**src/rtl/regfile_alu_pipe.sv**
```systemverilog
`default_nettype none
// ============================================================================
// Module   : regfile_alu_pipe
// Purpose  : Single-issue ALU with one write-back stage feeding an 8x8
//            register file, with WB->EX operand forwarding.
// Revision : 1.0 - initial release
// ============================================================================
module regfile_alu_pipe #(
    parameter int DW    = 8,
    parameter int AW    = 3,
    parameter int CNT_W = 16
) (
    input  logic             clk,
    input  logic             reset_n,
    input  logic             in_valid,
    output logic             in_ready,
    input  logic [2:0]       in_op,
    input  logic [AW-1:0]    in_rd,
    input  logic [AW-1:0]    in_rs1,
    input  logic [AW-1:0]    in_rs2,
    input  logic [DW-1:0]    in_imm,
    input  logic             hold,
    output logic [AW-1:0]    raddr1,
    output logic [AW-1:0]    raddr2,
    input  logic [DW-1:0]    rdata1,
    input  logic [DW-1:0]    rdata2,
    output logic             we,
    output logic [AW-1:0]    waddr,
    output logic [DW-1:0]    wdata,
    output logic             flag_z,
    output logic             flag_c,
    output logic [CNT_W-1:0] retire_cnt
);

    localparam logic [2:0] c_OP_ADD  = 3'd0;
    localparam logic [2:0] c_OP_SUB  = 3'd1;
    localparam logic [2:0] c_OP_AND  = 3'd2;
    localparam logic [2:0] c_OP_OR   = 3'd3;
    localparam logic [2:0] c_OP_XOR  = 3'd4;
    localparam logic [2:0] c_OP_SHL1 = 3'd5;
    localparam logic [2:0] c_OP_SHR1 = 3'd6;
    localparam logic [2:0] c_OP_LDI  = 3'd7;

    localparam logic [CNT_W-1:0] c_CNT_MAX = {CNT_W{1'b1}};

    // write-back stage state
    logic             wb_valid_q, wb_valid_d;
    logic [AW-1:0]    waddr_q,    waddr_d;
    logic [DW-1:0]    wdata_q,    wdata_d;
    logic             stg_z_q,    stg_z_d;
    logic             stg_c_q,    stg_c_d;
    logic             stg_ldi_q,  stg_ldi_d;
    logic             flag_z_q,   flag_z_d;
    logic             flag_c_q,   flag_c_d;
    logic [CNT_W-1:0] retire_cnt_q, retire_cnt_d;

    logic          w_accept;
    logic          w_commit;
    logic [DW-1:0] w_opa;
    logic [DW-1:0] w_opb;
    logic [DW:0]   w_sum;
    logic [DW:0]   w_diff;
    logic [DW-1:0] w_result;
    logic          w_c;
    logic          w_z;

    assign in_ready = ~hold;
    assign w_accept = in_valid & ~hold;
    assign w_commit = wb_valid_q & ~hold;

    assign raddr1 = in_rs1;
    assign raddr2 = in_rs2;

    assign we         = w_commit;
    assign waddr      = waddr_q;
    assign wdata      = wdata_q;
    assign flag_z     = flag_z_q;
    assign flag_c     = flag_c_q;
    assign retire_cnt = retire_cnt_q;

    // The register file write lands at the end of the commit cycle, so the
    // committing value must bypass the stale async read data.
    assign w_opa = (w_commit && (waddr_q == in_rs1)) ? wdata_q : rdata1;
    assign w_opb = (w_commit && (waddr_q == in_rs2)) ? wdata_q : rdata2;

    // Borrow of the subtraction falls out as the top bit of the wide difference.
    assign w_sum  = {1'b0, w_opa} + {1'b0, w_opb};
    assign w_diff = {1'b0, w_opa} - {1'b0, w_opb};

    always_comb begin
        w_result = '0;
        w_c      = 1'b0;
        case (in_op)
            c_OP_ADD: begin
                w_result = w_sum[DW-1:0];
                w_c      = w_sum[DW];
            end
            c_OP_SUB: begin
                w_result = w_diff[DW-1:0];
                w_c      = w_diff[DW];
            end
            c_OP_AND: w_result = w_opa & w_opb;
            c_OP_OR:  w_result = w_opa | w_opb;
            c_OP_XOR: w_result = w_opa ^ w_opb;
            c_OP_SHL1: begin
                w_result = {w_opa[DW-2:0], 1'b0};
                w_c      = w_opa[DW-1];
            end
            c_OP_SHR1: begin
                w_result = {1'b0, w_opa[DW-1:1]};
                w_c      = w_opa[0];
            end
            c_OP_LDI: w_result = in_imm;
            default: begin
                w_result = '0;
                w_c      = 1'b0;
            end
        endcase
    end

    assign w_z = (w_result == '0);

    always_comb begin
        wb_valid_d   = wb_valid_q;
        waddr_d      = waddr_q;
        wdata_d      = wdata_q;
        stg_z_d      = stg_z_q;
        stg_c_d      = stg_c_q;
        stg_ldi_d    = stg_ldi_q;
        flag_z_d     = flag_z_q;
        flag_c_d     = flag_c_q;
        retire_cnt_d = retire_cnt_q;

        if (w_accept) begin
            wb_valid_d = 1'b1;
            waddr_d    = in_rd;
            wdata_d    = w_result;
            stg_z_d    = w_z;
            stg_c_d    = w_c;
            stg_ldi_d  = (in_op == c_OP_LDI);
        end else if (w_commit) begin
            wb_valid_d = 1'b0;
        end

        if (w_commit) begin
            if (!stg_ldi_q) begin
                flag_z_d = stg_z_q;
                flag_c_d = stg_c_q;
            end
            if (retire_cnt_q != c_CNT_MAX) begin
                retire_cnt_d = retire_cnt_q + 1'b1;
            end
        end
    end

    always_ff @(posedge clk or negedge reset_n) begin
        if (!reset_n) begin
            wb_valid_q   <= 1'b0;
            waddr_q      <= '0;
            wdata_q      <= '0;
            stg_z_q      <= 1'b0;
            stg_c_q      <= 1'b0;
            stg_ldi_q    <= 1'b0;
            flag_z_q     <= 1'b0;
            flag_c_q     <= 1'b0;
            retire_cnt_q <= '0;
        end else begin
            wb_valid_q   <= wb_valid_d;
            waddr_q      <= waddr_d;
            wdata_q      <= wdata_d;
            stg_z_q      <= stg_z_d;
            stg_c_q      <= stg_c_d;
            stg_ldi_q    <= stg_ldi_d;
            flag_z_q     <= flag_z_d;
            flag_c_q     <= flag_c_d;
            retire_cnt_q <= retire_cnt_d;
        end
    end

endmodule
`default_nettype wire
```
**config.mk**
```make
export PLATFORM = sky130hd
export DESIGN_NAME = regfile_alu_pipe
export DESIGN_NICKNAME = d
export VERILOG_FILES = /design/src/rtl/regfile_alu_pipe.sv
export SDC_FILE = /design/constraint.sdc
export NUM_CORES = 1
export LEC_CHECK = 0
export ABC_AREA = 1
export BUFFER_PORTS_ARGS = -buffer_cell sky130_fd_sc_hd__buf_2
export CORE_ASPECT_RATIO = 0.9
export CORE_MARGIN = 5
export CORE_UTILIZATION = 40
export DETAILED_ROUTE_END_ITERATION = 8
export HOLD_SLACK_MARGIN = 0.05
export PLACE_DENSITY_LB_ADDON = 0.25
export SLEW_MARGIN = 5
export SYNTH_ARGS = -nofsm -noshare
export SYNTH_HDL_FRONTEND = slang
export SYNTH_SLANG_ARGS = --single-unit
export TNS_END_PERCENT = 5
```
**constraint.sdc**
```tcl
create_clock -name clk -period 2.4 [get_ports clk]
set_clock_uncertainty 0.05 [all_clocks]
set_input_delay 0.24 -clock clk [delete_from_list [all_inputs] [get_ports clk]]
set_output_delay 0.24 -clock clk [all_outputs]
set_load 0.03 [all_outputs]
```
; Word level (Yosys, flattened, before mapping)
; Cells that the tools add are included.
[totals]
wordCells = 42
ff_bits = 33
[classes]
bitwise_logic = 7
addsub = 3
n_mux = 6
eq_ne = 10
reduce_logical = 7
[op_table]
columns = op, count
row1 = one-hot mux 8 bit (8 select lines), 1
row2 = adder 16 x 1 -> 16 bit (second input constant), 1
row3 = two-way mux 8 bit, 2
row4 = inequality test 16 bit (second input constant), 1
row5 = == test 3 bit (second input constant), 4
row6 = adder 8 x 8 -> 9 bit, 1
row7 = subtractor 8 x 8 -> 9 bit, 1
row8 = AND 8 bit, 1
row9 = logical NOT 8 bit, 1
row10 = bitwise OR 8 bit, 1
row11 = XOR 8 bit, 1
row12 = == test 3 x 2 -> 1 bit (second input constant), 2
row13 = == test 3 bit, 2
row14 = one-hot mux 1 bit (4 select lines), 1
row15 = AND reduction 2 bit, 2
row16 = == test 3 x 1 -> 1 bit (second input constant), 1
row17 = logical NOT 3 bit, 1
row18 = AND 1 bit, 2
row19 = logical AND 1 bit, 2
row20 = two-way mux 1 bit, 2
row21 = NOT 1 bit, 2
row22 = nonzero test 2 bit, 1

; Depth between registers and ports, before layout
[depth]
depth_word = 7
depth_mapped = 23
depth_no_buf = 23

; Least setup slack after synthesis
; Ideal clock, no wire load.
[synth_timing]
kind = reg-to-reg
start = register waddr_q[0], in the netlist waddr[0]
end = register stg_z_q
setup_slack_ns = -0.446
arrival_ns = 2.731
path_stages_with_launch = 22
period_less_slack_ns = 2.846
setup_time_ns = 0.065
required_ns = 2.285
path_cell_list = dfrtp_1 -> xnor2_1 -> nand4_1 -> clkbuf_1 -> nand2_1 -> o21ai_0 -> ha_1 -> inv_1 -> fa_1 -> inv_1 -> nand2_1 -> nand2_1 -> nor2_1 -> nor2_1 -> nand2_1 -> nor2_1 -> nand3_1 -> nand2_1 -> nand2_1 -> nor2_1 -> nand3_1 -> nand2_1
[synth_via]
elab_chain_len = 6
elab_cells_between_ends = 13
[synth_rtl]
columns = item, line_no
row1 = from (decl), 48  ; logic [AW-1:0] waddr_q, waddr_d;
row2 = from (signal assigned), 169  ; waddr_q <= waddr_d;
row3 = "== test 3 bit, on equally long branches", "83, 84"
row4 = "logical AND 1 bit, on equally long branches", "83, 84"
row5 = "two-way mux 8 bit, on equally long branches", "83, 84"
row6 = subtractor 8 x 8 -> 9 bit (tied with other cells), 88  ; assign w_diff = {1'b0, w_opa} - {1'b0, w_opb};
row7 = one-hot mux 8 bit (8 select lines) *, 93  ; case (in_op)
row8 = logical NOT 8 bit *, 121  ; assign w_z = (w_result == '0);
row9 = to (signal assigned), 171  ; stg_z_q <= stg_z_d;
row10 = to (decl), 50  ; logic stg_z_q, stg_z_d;
; Every way passes the cells marked *; elsewhere a longest branch is shown, timed or not.
; A chain may end at the register's enable or synchronous reset.

; Worst setup path after layout
[layout_timing]
start = register waddr_q[1], in the netlist waddr[1]
end = register stg_z_q
; The elaborated chain is that of the path after synthesis.

==> summary.md <==
| Metric | Value |
|---|---|
| Worst VDD drop | 0.4323 mV |
| Failing checks | negative setup slack |
| Detailed-placement wirelength estimate | 8.277 mm |
| Synth top area cells | dfrtp_1 25%, nand2_1 14%, inv_1 9.8% |
| Die span in x | 105.2 um |
| WHS | 0.1070 ns |
| RePlAce Congestion | 0.9403 |
| Leakage | 2.611 nW |
| Largest net degree at the start of global routing | 34 |
| Register area share after synthesis | 25.32% |
| H-tree levels | 2 |
| Mean area per synthesized cell | 6.616 um^2 |
| Pre-CTS setup slack | -0.5076 ns |
| Layout cells sized above 1 | 39.44% |
| Cell count after placement | 724 |
| CP Class | flip-flop to flip-flop |
| Fin. Hold Viols | 0 |
| Period utilization | 117.4% |
| IO Pins | 77 |
| Final core utilization | 58.25% |
| First-pass GRT wire length | 16.63 mm |
| Minimum clock period | 2.818 ns |
| Status | finished, violations left |
| Crit start category | flip-flop |
| Fin Setup TNS | -2.715 ns |
| Netlist cell types | 37 |
| Number of synthesized register bits | 33 |
| Diodes inserted | 0 |
| Clock slew at reported path FFs | 0.07 ns |
| Vias per cell | 4.902 |
| Final setup vio count | 9 |
| Drt total wl | 10.62 mm |
| Clk Tree Root Cell | clkbuf_8 |
| CTS tree | yes |
| Final critical-path setup slack | -0.4183 ns |
| Drt first pass iters | 5 |
| Routed Antenna Nets | 0 |
| Crit path max fanout | 7 |
| Mapped Nets | 560 |
| Slew Limit Fails | 0 |
| WL/cell | 14.29 um |
| Via count | 3642 |
| Synthesized instance count | 493 |
| Remaining DRCs | 0 |
| MaxCap Viol Count | 0 |
| Slew margin rel. | 50.48% |
| Worst min path class | input pin to flip-flop |
| Clock Latency Late Sink | 0.28 ns |
| Arrival time worst endpoint | 2.99 ns |
| FP Rows | 31 |
| Post-synth top area cell | dfrtp_1 |
| Initial cell density of the core | 40.82% |
| Area Growth Syn to Fin | 42.69% |
| CORE AREA | 7990 um^2 |
| CTS Buf Count | 5 |
| Fin cells | 743 |
| Nets | 710 |
| GRT Total Usage | 20.00% |
| Antenna violations before repair | 0 |
| Die area | 10060 um^2 |
| Cell Pwr Density | 499.8 nW/um^2 |
| Mapped cell area | 3262 um^2 |
| Die Span Y | 95.67 um |
| Ys Warns | 0 |
| CP Capture Type | flip-flop |
| Global route total overflow | 0 |
| WP data required | 2.58 ns |
| Vias in the first global route | 3564 |
| Num Clock Sinks | 33 |
| RSZ-0062 raised after global routing | yes |
| # port buffers | 76 |
| Fmax | 354.8 MHz |
| Initial detailed-routing violation count | 188 |
| Slew @ Worst Pin | 0.7429 ns |
| Clock Path Buffers | 2 |
| Share of the synthesized area in the top cell type | 25.32% |
## power by group
part	total (mW)	internal, mW	switching (mW)
combinational	1.20	0.484	0.716
clock	0.412	0.200	0.212
sequential	0.714	0.638	0.0761
## worst paths after layout
path,start,endpoint,slack [ns],cells past startpoint
max reg2reg,waddr[1]$_DFFE_PN0P_,stg_z_q$_DFFE_PN0P_,-0.42,20
min,in_rd[0],waddr[0]$_DFFE_PN0P_,0.11,3
min reg2reg,flag_c$_DFFE_PN0P_,flag_c$_DFFE_PN0P_,0.44,2
min in group asynchronous,reset_n,retire_cnt[9]$_DFFE_PN0P_,0.50,2
max in group asynchronous,reset_n,waddr[0]$_DFFE_PN0P_,1.27,2
max,waddr[1]$_DFFE_PN0P_,stg_z_q$_DFFE_PN0P_,-0.42,20
## cells in the final DEF, fill, tap and decap left out, types with 2 or more instances in the layout
master / n
clkbuf_8: 5
o22ai_1: 3
and2_1: 2
o21ai_0: 22
dfrtp_1: 30
o21ai_2: 4
nand4_1: 9
nor2_4: 2
nand3b_1: 2
clkinv_2: 2
xnor2_1: 8
fa_2: 2
o21ai_1: 10
buf_6: 6
a21oi_1: 5
a21oi_2: 2
ha_1: 15
buf_4: 71
nand3_1: 46
buf_12: 2
nor2_2: 11
o21bai_1: 2
nand2_4: 4
nand2_2: 20
inv_2: 15
ha_2: 5
nor4_1: 2
nand3_2: 9
xor2_1: 12
dfrtp_2: 3
nand2_1: 107
buf_2: 76
nor2_1: 33
ha_4: 5
inv_1: 76
nor3_2: 2
## what timing repair did
action                     4_1_cts  5_1_grt
buffers inserted                 4        6
hold endpoints to repair        33        0
hold buffers                     1        0
pin swaps                       21       30
setup endpoints to repair       10       10
gates resized for setup         34       41
## through the flow
stage,total power [mW],cell area (um^2)
after global routing,2.476,4654
after floorplan,1.366,3288
after CTS,2.254,4456
after global placement,1.771,4225
after detailed placement,1.788,4225
final,2.326,4654
## registers in the layout, summed over array words and instances (netlist names)
register	flops
stg_ldi_q	1
retire_cnt	16
flag_z	1
wb_valid_q	1
waddr	3
flag_c	1
wdata	8
stg_z_q	1
stg_c_q	1
## layout make-up
type                       count  area (um^2)
tap                           99        123.9
sequential                    33        829.5
clock inverter                 3        17.52
clock buffer                   5        68.82
multi-input combinational    356         2242
fill                         756         3336
timing repair buffer         156         1031
inverter                      91        341.6
## layer usage
| layer | vias up | share of wire (%) | GRT usage, % |
|---|---|---|---|
| met5 | - | 0 | 0 |
| met4 | 0 | 0.68 | 3.514 |
| met3 | 9 | 4.6 | 2.844 |
| met2 | 100 | 49 | 34.79 |
| met1 | 1696 | 46 | 26.80 |
| li1 | 1837 | - | - |
## cell families (layout without fill, tap and decap cells)
group,Yosys count,after routing,synth area share [%]
AOI/OAI and AO/OA,52,52,8.515
and+or+nand+nor,255,255,36.25
buffers and inverters,104,255,13.12
DFF,33,33,25.32
adders and majority gates,27,27,10.82
muxes,1,1,0.3452
xor gates and xnor gates,21,21,5.639
## cells in the mapped netlist, drive strengths merged
library cell  count
inv              91
a21oi             7
buf               9
o22ai             3
a211oi            1
nor2             47
nand4             9
o21ai            37
nand2           131
dfrtp            33
nor4              2
nor3              4
nand3b            2
ha               25
a21o              1
xor2             12
fa                2
and2              2
clkbuf            4
or2               2
o21bai            2
nand3            56
o2bb2ai           1
mux2              1
xnor2             9
## worst max-delay path: stages (launching register included)
cell and delay [ns]:
dfrtp_2 0.44, xnor2_2 0.18, nand4_1 0.13, buf_6 0.17, o21ai_4 0.20, ha_4 0.16
inv_2 0.04, fa_2 0.41, inv_2 0.06, nand2_1 0.04, nand2_1 0.06, nor2_1 0.04
nor2_1 0.10, nand2_1 0.06, nor2_2 0.13, nand3_1 0.10, nand2_2 0.10, nand2_2 0.06
nor2_2 0.09, nand3_1 0.08, nand2_1 0.07
Note: power is estimated with default switching activity, not from simulation.
